### src/rtl/pc_pkg.sv
// rtl/pc_pkg.sv - shared PC redirect codes, sequencer states and reset vector
package pc_pkg;

   localparam logic [1:0] PCSRC_SEQ  = 2'b00;
   localparam logic [1:0] PCSRC_REL  = 2'b01;
   localparam logic [1:0] PCSRC_RSV  = 2'b10;
   localparam logic [1:0] PCSRC_JALR = 2'b11;

   localparam logic [31:0] PC_RESET_VECTOR = 32'h0040_0000;

   typedef enum logic [1:0] {
      PCS_HOLD = 2'd0,
      PCS_RUN  = 2'd1,
      PCS_PEND = 2'd2,
      PCS_HALT = 2'd3
   } pcs_state_t;

endpackage

### src/rtl/pc_target_mux.sv
// rtl/pc_target_mux.sv - redirect decode, target select and alignment check
module pc_target_mux
   import pc_pkg::*;
(
   input  logic [1:0]  PCSrc,
   input  logic        ExValid,
   input  logic [31:0] PCE,
   input  logic [31:0] ExtImm,
   input  logic [31:0] ALUResult,
   output logic        redirect,
   output logic [31:0] target,
   output logic        misaligned
);

   always_comb begin
      redirect = 1'b0;
      target   = PCE + ExtImm;
      case (PCSrc)
         PCSRC_REL: begin
            redirect = ExValid;
            target   = PCE + ExtImm;
         end
         PCSRC_JALR: begin
            redirect = ExValid;
            target   = ALUResult & ~32'h1;
         end
         default: redirect = 1'b0;
      endcase
   end

   assign misaligned = (target[1:0] != 2'b00);

endmodule

### src/rtl/pc_sequencer.sv
// rtl/pc_sequencer.sv - fetch PC owner: fetch handshake, redirects, misalign trap
module pc_sequencer
   import pc_pkg::*;
#(
   parameter logic [31:0] RESET_VECTOR = PC_RESET_VECTOR
) (
   input  logic        CLK,
   input  logic        RESETn,
   input  logic [1:0]  PCSrc,
   input  logic        ExValid,
   input  logic [31:0] PCE,
   input  logic [31:0] ExtImm,
   input  logic [31:0] ALUResult,
   output logic        IFetchReq,
   output logic [31:0] IFetchAddr,
   input  logic        IFetchAck,
   output logic [31:0] PC,
   output logic [31:0] PCPlus4,
   output logic        MisalignTrap,
   output logic [31:0] TrapAddr
);

   pcs_state_t  state_q, state_d;
   logic [31:0] pc_q, pc_d;
   logic [31:0] pend_q, pend_d;
   logic [31:0] taddr_q, taddr_d;
   logic        trap_q, trap_d;
   logic        req_q, req_d;

   logic        redirect;
   logic        misaligned;
   logic [31:0] target;
   logic [31:0] pc_plus4;

   pc_target_mux u_target (
      .PCSrc      (PCSrc),
      .ExValid    (ExValid),
      .PCE        (PCE),
      .ExtImm     (ExtImm),
      .ALUResult  (ALUResult),
      .redirect   (redirect),
      .target     (target),
      .misaligned (misaligned)
   );

   assign pc_plus4 = pc_q + 32'd4;

   always_ff @(posedge CLK or negedge RESETn) begin
      if (!RESETn) begin
         state_q <= PCS_HOLD;
         pc_q    <= RESET_VECTOR;
         pend_q  <= 32'h0;
         taddr_q <= 32'h0;
         trap_q  <= 1'b0;
         req_q   <= 1'b0;
      end else begin
         state_q <= state_d;
         pc_q    <= pc_d;
         pend_q  <= pend_d;
         taddr_q <= taddr_d;
         trap_q  <= trap_d;
         req_q   <= req_d;
      end
   end

   always_comb begin
      state_d = state_q;
      pc_d    = pc_q;
      pend_d  = pend_q;
      taddr_d = taddr_q;
      trap_d  = trap_q;
      case (state_q)
         PCS_HOLD: state_d = PCS_RUN;
         PCS_RUN: begin
            if (redirect && misaligned) begin
               state_d = PCS_HALT;
               trap_d  = 1'b1;
               taddr_d = target;
            end else if (redirect && IFetchAck) begin
               pc_d = target;
            end else if (redirect) begin
               // Address must stay put while the current request is unacked.
               pend_d  = target;
               state_d = PCS_PEND;
            end else if (IFetchAck) begin
               pc_d = pc_plus4;
            end
         end
         PCS_PEND: begin
            if (redirect && misaligned) begin
               state_d = PCS_HALT;
               trap_d  = 1'b1;
               taddr_d = target;
            end else if (IFetchAck) begin
               pc_d    = redirect ? target : pend_q;
               state_d = PCS_RUN;
            end else if (redirect) begin
               pend_d = target;
            end
         end
         PCS_HALT: state_d = PCS_HALT;
         default:  state_d = PCS_HOLD;
      endcase
      req_d = (state_d == PCS_RUN) || (state_d == PCS_PEND);
   end

   assign PC           = pc_q;
   assign IFetchAddr   = pc_q;
   assign PCPlus4      = pc_plus4;
   assign IFetchReq    = req_q;
   assign MisalignTrap = trap_q;
   assign TrapAddr     = taddr_q;

endmodule
### config.mk
export PLATFORM = sky130hd
export DESIGN_NAME = pc_sequencer
export DESIGN_NICKNAME = d
export VERILOG_FILES = /design/src/rtl/pc_pkg.sv /design/src/rtl/pc_target_mux.sv /design/src/rtl/pc_sequencer.sv
export SDC_FILE = /design/constraint.sdc
export NUM_CORES = 1
export LEC_CHECK = 0
export ABC_AREA = 1
export BUFFER_PORTS_ARGS = -buffer_cell sky130_fd_sc_hd__buf_2
export CORE_AREA = 2 2 136 138
export DETAILED_ROUTE_END_ITERATION = 10
export DIE_AREA = 0 0 138 140
export PLACE_DENSITY = 0.75
export SLEW_MARGIN = 30
export SYNTH_ARGS = -nofsm -noshare
export SYNTH_HDL_FRONTEND = slang
export SYNTH_SLANG_ARGS = --single-unit
### constraint.sdc
create_clock -name CLK -period 3.1 [get_ports CLK]
set_input_delay 0.62 -clock CLK [delete_from_list [all_inputs] [get_ports CLK]]
set_output_delay 0.62 -clock CLK [all_outputs]
set_load 0.01 [all_outputs]
# --- Word level (Yosys, flattened, before mapping) ---
# Index checks and enable logic that the tools add are counted.
classes:
  add_sub_neg: 2
  n_eq_ne: 14
  muxes: 21
  reduce_logical: 11
ops:
  columns: ["cell", "n"]
  rows:
  - ["32-bit 2-to-1 mux", 12]
  - ["32-bit case mux with 2 select lines", 2]
  - ["32-bit by 3-bit adder with 32-bit output (second input constant)", 1]
  - ["32-bit adder", 1]
  - ["2-bit 2-to-1 mux", 5]
  - ["2-bit != test (second input constant)", 5]
  - ["2-bit equality test (second input constant)", 4]
  - ["2-bit case mux with 4 select lines", 1]
  - ["2-bit by 1-bit equality test with 1-bit output (second input constant)", 3]
  - ["3-bit != test (second input constant)", 2]
  - ["6-bit AND reduction", 1]
  - ["5-bit AND reduction", 1]
  - ["2-bit nonzero test", 2]
  - ["2-bit OR reduction", 2]
  - ["1-bit logical AND", 2]
  - ["2-bit logical NOT", 1]
  - ["2-bit AND reduction", 1]
  - ["1-bit logical OR", 1]
  - ["1-bit 2-to-1 mux", 1]
totals:
  ff_bits: 100
  out_inout_bits: 130
  elab_cells: 54

# --- Depth between registers and ports, before layout ---
depth:
  ltp_word: 9
  ltp_mapped: 18

# --- Hierarchy ---
# A second synthesis with hierarchy kept.
hier_totals:
  cells_unflattened: 1443
  area_unflattened_um2: 8942.3
modules_own_cells:
  columns: ["mod", "n_inst", "cells_each", "area_per_inst_um2", "seq_area_each_um2"]
  rows:
  - ["pc_sequencer", 1, 847, 6177.2, 2503.7]
  - ["pc_target_mux", 1, 596, 2765.2, 0.0]

# --- Worst setup path after synthesis ---
# OpenSTA, ideal clock, no wires.
synth_path:
  kind: "input to register"
  startpoint: "input port PCE[0]"
  endpoint: "register pc_q[21] (netlist: IFetchAddr[21])"
  arrival_time_ns: 2.370
  required_ns: 2.983
  path_slack_ns: 0.613
  path_stages: 12
  path_buffers: 2
  path_cell_list: "ha_1 fa_1 or2_1 o21a_1 nand2_2 nand2_4 nor3_4 inv_2 buf_4 buf_2 nand2_1 nand2_1"
synth_via:
  elab_chain_len: 6
  elab_cells_between_ends: 13
  classes_between: "add/sub: 1; eq/ne: 2; mux: 7; reduce/logical: 3"
synth_lines:
  columns: ["item", "line", "source"]
  rows:
  - ["from (decl)", "pc_sequencer.sv:11", "input logic [31:0] PCE,"]
  - ["32-bit adder (*)", "pc_target_mux.sv:17, pc_target_mux.sv:21", null]
  - ["32-bit 2-to-1 mux (*)", null, null]
  - ["32-bit 2-to-1 mux or 2-bit nonzero test (tied branches)", null, null]
  - ["32-bit 2-to-1 mux or 1-bit logical AND (tied branches)", "pc_sequencer.sv:94, pc_sequencer.sv:75, pc_sequencer.sv:90", null]
  - ["32-bit 2-to-1 mux or 2-bit != test (tied branches)", null, null]
  - ["32-bit case mux with 2 select lines or 6-bit AND reduction (tied branches)", null, null]
  - ["to (signal assigned)", "pc_sequencer.sv:58", "pc_q <= pc_d;"]
  - ["to (decl)", "pc_sequencer.sv:24", "logic [31:0] pc_q, pc_d;"]
# Every way passes the cells marked *; elsewhere a longest branch is shown, timed or not. The select of a mux whose other input is x is not followed.
# A chain may end at the register's enable or synchronous reset.

# --- Final worst setup path ---
layout_path:
  startpoint: "register pc_q[13] (netlist: IFetchAddr[13])"
  endpoint: "output port PCPlus4[30]"
layout_via:
  elab_chain_len: 1
layout_lines:
  columns: ["item", "line", "source"]
  rows:
  - ["32-bit by 3-bit adder with 32-bit output", "pc_sequencer.sv:46", "assign pc_plus4 = pc_q + 32'd4;"]
  - ["to (decl)", "pc_sequencer.sv:18", "output logic [31:0] PCPlus4,"]
# No other way between the ends.

==> reports/qor.log <==
INFO  outcome        status=finished, final reports clean
INFO  global_routing largest_net_degree_at_the_start_of_global_routing=55
INFO  yosys          muxShareOfSynthArea=0.1287%
INFO  yosys          synth-edff-count=0
INFO  die            design.die.area=19,320um^2
INFO  yosys          synthesis.area=8751um^2
INFO  placed_design  dp_hpwl=21,920um
INFO  clock_tree     cts_sinks=100
INFO  cells_and_area syn_to_final_growth=16.24%
INFO  power          irDropWorstVdd=0.0007275V
INFO  worst_setup_path cp_cell_sequence=inv_1 -> nor3_1 -> nor3b_1 -> nand2_1 -> xor2_1 -> buf_2
INFO  power          combinationalPowerShare=53.7%
INFO  worst_setup_path worst_setup_start_kind=flop
INFO  die            placeableCoreArea=17,780um^2
INFO  power          total_switching_power=3.595mW
INFO  worst_setup_path timing.critical_path.fanout_max=5
INFO  global_routing global_route.overflow_total=0
INFO  clock_tree     clock_path_buffers=2
INFO  sta            layout_worst_path_cycle_share=95.63%
INFO  global_routing grt_pass1_vias=8,776
INFO  power          sequential_share_of_power=31.9%
INFO  sta            setup_viol_count_final=0
INFO  yosys          synthAdderAreaFrac=5.376%
INFO  sta            maxClockFrequency=337.3MHz
INFO  die            die_height=140um
INFO  yosys          synth_top_family_by_area=simple AND/OR/NAND/NOR gates
INFO  power          pwr_cell_area=762.0nW/um^2
INFO  detailed_routing antenna_left=0
INFO  run            max_cap_violations=0
INFO  sta            timing.hold.ws=0.3199ns
INFO  global_routing first_pass_grt_wire_length=44,390um
INFO  worst_setup_path setup.worst_path.end_class=output port
INFO  die            core.rowCount=49
INFO  sta            timing_max_transition_violations_final=0
INFO  sta            finalHoldViolCount=0
INFO  yosys          synth.avg_cell_area=6.237um^2
INFO  detailed_routing wirelength=27,520um
INFO  power          leakagePower=5.903nW
INFO  yosys          synthXorXnorAreaFrac=3.003%
INFO  cells_and_area post_route_cells_drive_above_1_share=19.62%
INFO  worst_setup_path cp_data_arrival_time=2.34ns
INFO  worst_setup_path endpoint=PCPlus4[30]
INFO  clock_tree     cts_repair_resize_count=0
INFO  cells_and_area fin_nets=1,725
INFO  clock_tree     clkSlewWorstSetupHoldPaths=0.07ns
INFO  clock_tree     worst_skew_pair_latency=0.35ns
INFO  worst_setup_path ff2ff_path_depth=9
INFO  sta            max_slew.worst_pin.slew=0.7121ns
INFO  worst_setup_path gate_family_responsible_for_the_most_delay_along_the_worst_path=simple AND/OR/NAND/NOR gates
INFO  detailed_routing post_drt_via_cell_ratio=5.143
INFO  detailed_routing drtPass1Iterations=5
INFO  detailed_routing route.vias.total=9,356
INFO  detailed_routing detail_route.wl_per_cell=15.13um
INFO  die            die_width=138um
INFO  power          clock_power_share=14.4%
INFO  worst_setup_path critical_path.reg2reg.startpoint=state_q[0]
INFO  yosys          synthesis.nets=1,542
INFO  sta            layout_min_cycle_time=2.965ns
INFO  yosys          yosys_warnings=0
INFO  cells_and_area seq_area=2504um^2
INFO  worst_setup_path timing_worst_setup_path_type=reg2out
INFO  yosys          postSynth.asyncResetShare=100.0%
INFO  clock_tree     cts-hold-fix-buffers=0
INFO  global_routing number_of_antenna_violations_at_the_first_check_in_global_routing=1
INFO  power          sw_frac_of_total=46.38%
INFO  power          internal_power=4.156mW
INFO  sta            max-slew-margin-rel=52.53%
INFO  hold_path      min_path_type=in2async
INFO  detailed_routing detailedRoute.firstIterationViolations=671
INFO  clock_tree     clock_tree.root_cell=sky130_fd_sc_hd__clkbuf_16
INFO  placed_design  gp_congestion=0.9398
INFO  yosys          synth_compound_gate_area_share=9.094%
INFO  yosys          dominantRegCellSynth=sky130_fd_sc_hd__dfrtp_1
INFO  worst_setup_path path_depth=6
INFO  yosys          count_of_distinct_cell_types_in_the_synthesized_netlist=48
INFO  placed_design  port_buffers=230
INFO  cells_and_area finalCoreUtilization=57.21%
INFO  yosys          postSynthRegisterBits=100
INFO  yosys          postSynthCellCount=1,403
INFO  detailed_routing drt_drc_violations_left=0
INFO  yosys          synthSimpleGateAreaFrac=40.03%
INFO  sta            setup_repair_after_global_routing_missed_its_margin=false
INFO  power          p_total=7.751mW
INFO  die            initial_utilization=49.22%
INFO  worst_setup_path cp_data_required_time=2.48ns
INFO  yosys          synth_seq_area_share=28.61%
INFO  worst_setup_path timing.rr.end=IFetchAddr[2]
INFO  clock_tree     postCtsSetupRepairBufs=0
INFO  sta            tns=0ns
INFO  cells_and_area multi_input_combinational_cell_area=5050um^2
INFO  cells_and_area fillers=1,817
INFO  clock_tree     tritoncts.num_buffers=9
INFO  clock_tree     cts_max_level=3
INFO  die            io-pin-count=232
INFO  sta            finalClockSkew=0.006018ns
INFO  worst_setup_path crit_start=IFetchAddr[13]
INFO  global_routing grt_use_total=28.37%
INFO  worst_setup_path register_to_register_path_setup_slack=0.72ns
INFO  worst_setup_path critical_path_buf_inv_count=2
INFO  worst_setup_path cp_slowest_cell=sky130_fd_sc_hd__nor3b_1
INFO  worst_setup_path cpPeakStageDelay=0.53ns
INFO  cells_and_area antenna_diode_count=0
INFO  clock_tree     tritoncts=done
-- flip-flops by register name, indices dropped and copies added (netlist names) --
register	flops
IFetchAddr	32
IFetchReq	1
MisalignTrap	1
TrapAddr	32
pend_q	32
state_q	2
-- cell usage in the layout (no fill, tap or decap), types with 2 or more instances in the layout --
cell type,n
sky130_fd_sc_hd__o211ai_1,3
sky130_fd_sc_hd__a21oi_1,40
sky130_fd_sc_hd__o21ai_0,55
sky130_fd_sc_hd__xnor2_1,10
sky130_fd_sc_hd__nand2_4,2
sky130_fd_sc_hd__xor2_1,20
sky130_fd_sc_hd__inv_1,191
sky130_fd_sc_hd__a2bb2oi_1,2
sky130_fd_sc_hd__a21boi_1,6
sky130_fd_sc_hd__nand4_1,10
sky130_fd_sc_hd__o21a_1,10
sky130_fd_sc_hd__buf_2,229
sky130_fd_sc_hd__o21ai_1,8
sky130_fd_sc_hd__nand3b_1,3
sky130_fd_sc_hd__inv_2,7
sky130_fd_sc_hd__nand3_1,157
sky130_fd_sc_hd__a22oi_1,2
sky130_fd_sc_hd__nand2_1,519
sky130_fd_sc_hd__nor2_1,72
sky130_fd_sc_hd__or2_2,32
sky130_fd_sc_hd__o22ai_1,3
sky130_fd_sc_hd__clkbuf_16,9
sky130_fd_sc_hd__clkbuf_1,3
sky130_fd_sc_hd__nor3_4,2
sky130_fd_sc_hd__nor3_1,14
sky130_fd_sc_hd__buf_12,3
sky130_fd_sc_hd__dfrtp_1,99
sky130_fd_sc_hd__nand2_2,3
sky130_fd_sc_hd__o21bai_1,5
sky130_fd_sc_hd__ha_1,36
sky130_fd_sc_hd__nor2_2,3
sky130_fd_sc_hd__buf_4,13
-- metal layers --
| metal | track usage (%) | vias up | part of all wire [%] |
|---|---|---|---|
| li1 | - | 4759 | - |
| met1 | 36.89 | 4253 | 43 |
| met2 | 48.98 | 297 | 49 |
| met3 | 4.205 | 47 | 5.2 |
| met4 | 8.754 | 0 | 2.9 |
| met5 | 0 | - | 0 |
-- through the flow --
stage	cell area (um^2)	setup WS (ns)	instances
final	10170	0.1354	1819
after global routing	10170	0.005239	1819
after global placement	9887	0.2322	1804
after floorplan	8751	0.6127	1403
after detailed placement	9887	0.1396	1804
after CTS	10170	0.1640	1819
-- layout make-up --
| cell class | count | share of cell area (%) |
|---|---|---|
| clock buffers | 13 | 2.460 |
| multi-input cells | 1032 | 49.64 |
| well taps | 229 | 2.817 |
| flip-flops and latches | 100 | 24.61 |
| inverters | 198 | 7.306 |
| clock inverters | 2 | 0.3444 |
| repair buffers | 245 | 12.82 |
-- cells in the mapped netlist (2+ instances only) --
library cell	number	area share [%]
sky130_fd_sc_hd__nand2_1	519	22
sky130_fd_sc_hd__inv_1	191	8.2
sky130_fd_sc_hd__nand3_1	157	9.0
sky130_fd_sc_hd__dfrtp_1	99	28
sky130_fd_sc_hd__nor2_1	72	3.1
sky130_fd_sc_hd__o21ai_0	55	3.1
sky130_fd_sc_hd__a21oi_1	40	2.3
sky130_fd_sc_hd__buf_4	38	3.3
sky130_fd_sc_hd__ha_1	36	5.1
sky130_fd_sc_hd__or2_2	32	2.3
sky130_fd_sc_hd__xor2_1	20	2.0
sky130_fd_sc_hd__clkbuf_1	17	0.73
sky130_fd_sc_hd__nor3_1	14	0.80
sky130_fd_sc_hd__buf_2	11	0.63
sky130_fd_sc_hd__nand4_1	10	0.71
sky130_fd_sc_hd__o21a_1	10	0.86
sky130_fd_sc_hd__xnor2_1	10	1.0
sky130_fd_sc_hd__o21ai_1	8	0.46
sky130_fd_sc_hd__inv_2	7	0.30
sky130_fd_sc_hd__a21boi_1	6	0.51
sky130_fd_sc_hd__o21bai_1	5	0.43
sky130_fd_sc_hd__buf_6	4	0.51
sky130_fd_sc_hd__buf_1	3	0.13
sky130_fd_sc_hd__nand2_2	3	0.21
sky130_fd_sc_hd__nand3b_1	3	0.26
sky130_fd_sc_hd__nor2_2	3	0.21
sky130_fd_sc_hd__o211ai_1	3	0.26
sky130_fd_sc_hd__o22ai_1	3	0.21
sky130_fd_sc_hd__a22oi_1	2	0.17
sky130_fd_sc_hd__a2bb2oi_1	2	0.20
sky130_fd_sc_hd__nand2_4	2	0.26
sky130_fd_sc_hd__nor3_2	2	0.23
-- cell families after synthesis --
| family | count (synthesis) |
|---|---|
| muxes | 1 |
| DFF | 100 |
| adders and majority gates | 37 |
| buffers and inverters | 271 |
| and+or+nand+nor | 824 |
| xor gates and xnor gates | 30 |
| AOI/OAI and AO/OA | 140 |
-- worst reg2reg max path, delay by kind of cell, from the launching register on --
family	cells	cell delay (ns)
fa+ha+maj	1	0.32
simple gates	1	0.12
flops	1	0.40
compound gates	3	0.41
buf+inv	4	0.99
-- power by group through the flow --
stage | Sequential, mW | Clock, mW | Combinational (mW)
after floorplan | 2.53 | 0 | 2.77
after global placement | 2.46 | 0 | 4.06
after detailed placement | 2.48 | 0 | 4.15
after CTS | 2.46 | 1.13 | 4.18
after global routing | 2.55 | 1.19 | 4.64
final | 2.47 | 1.12 | 4.16
-- how the worst min path moves through the flow --
stage | startpoint | end | slack (ns)
after global routing | RESETn | IFetchAddr[3] | 0.38
after CTS | RESETn | IFetchReq | 0.35
after floorplan | RESETn | IFetchAddr[0] | 0.32
after global placement | pend_q[10] | pend_q[10] | 0.45
after detailed placement | TrapAddr[0] | TrapAddr[0] | 0.46
final | RESETn | IFetchReq | 0.32
Note: power is estimated with default switching activity, not from simulation.
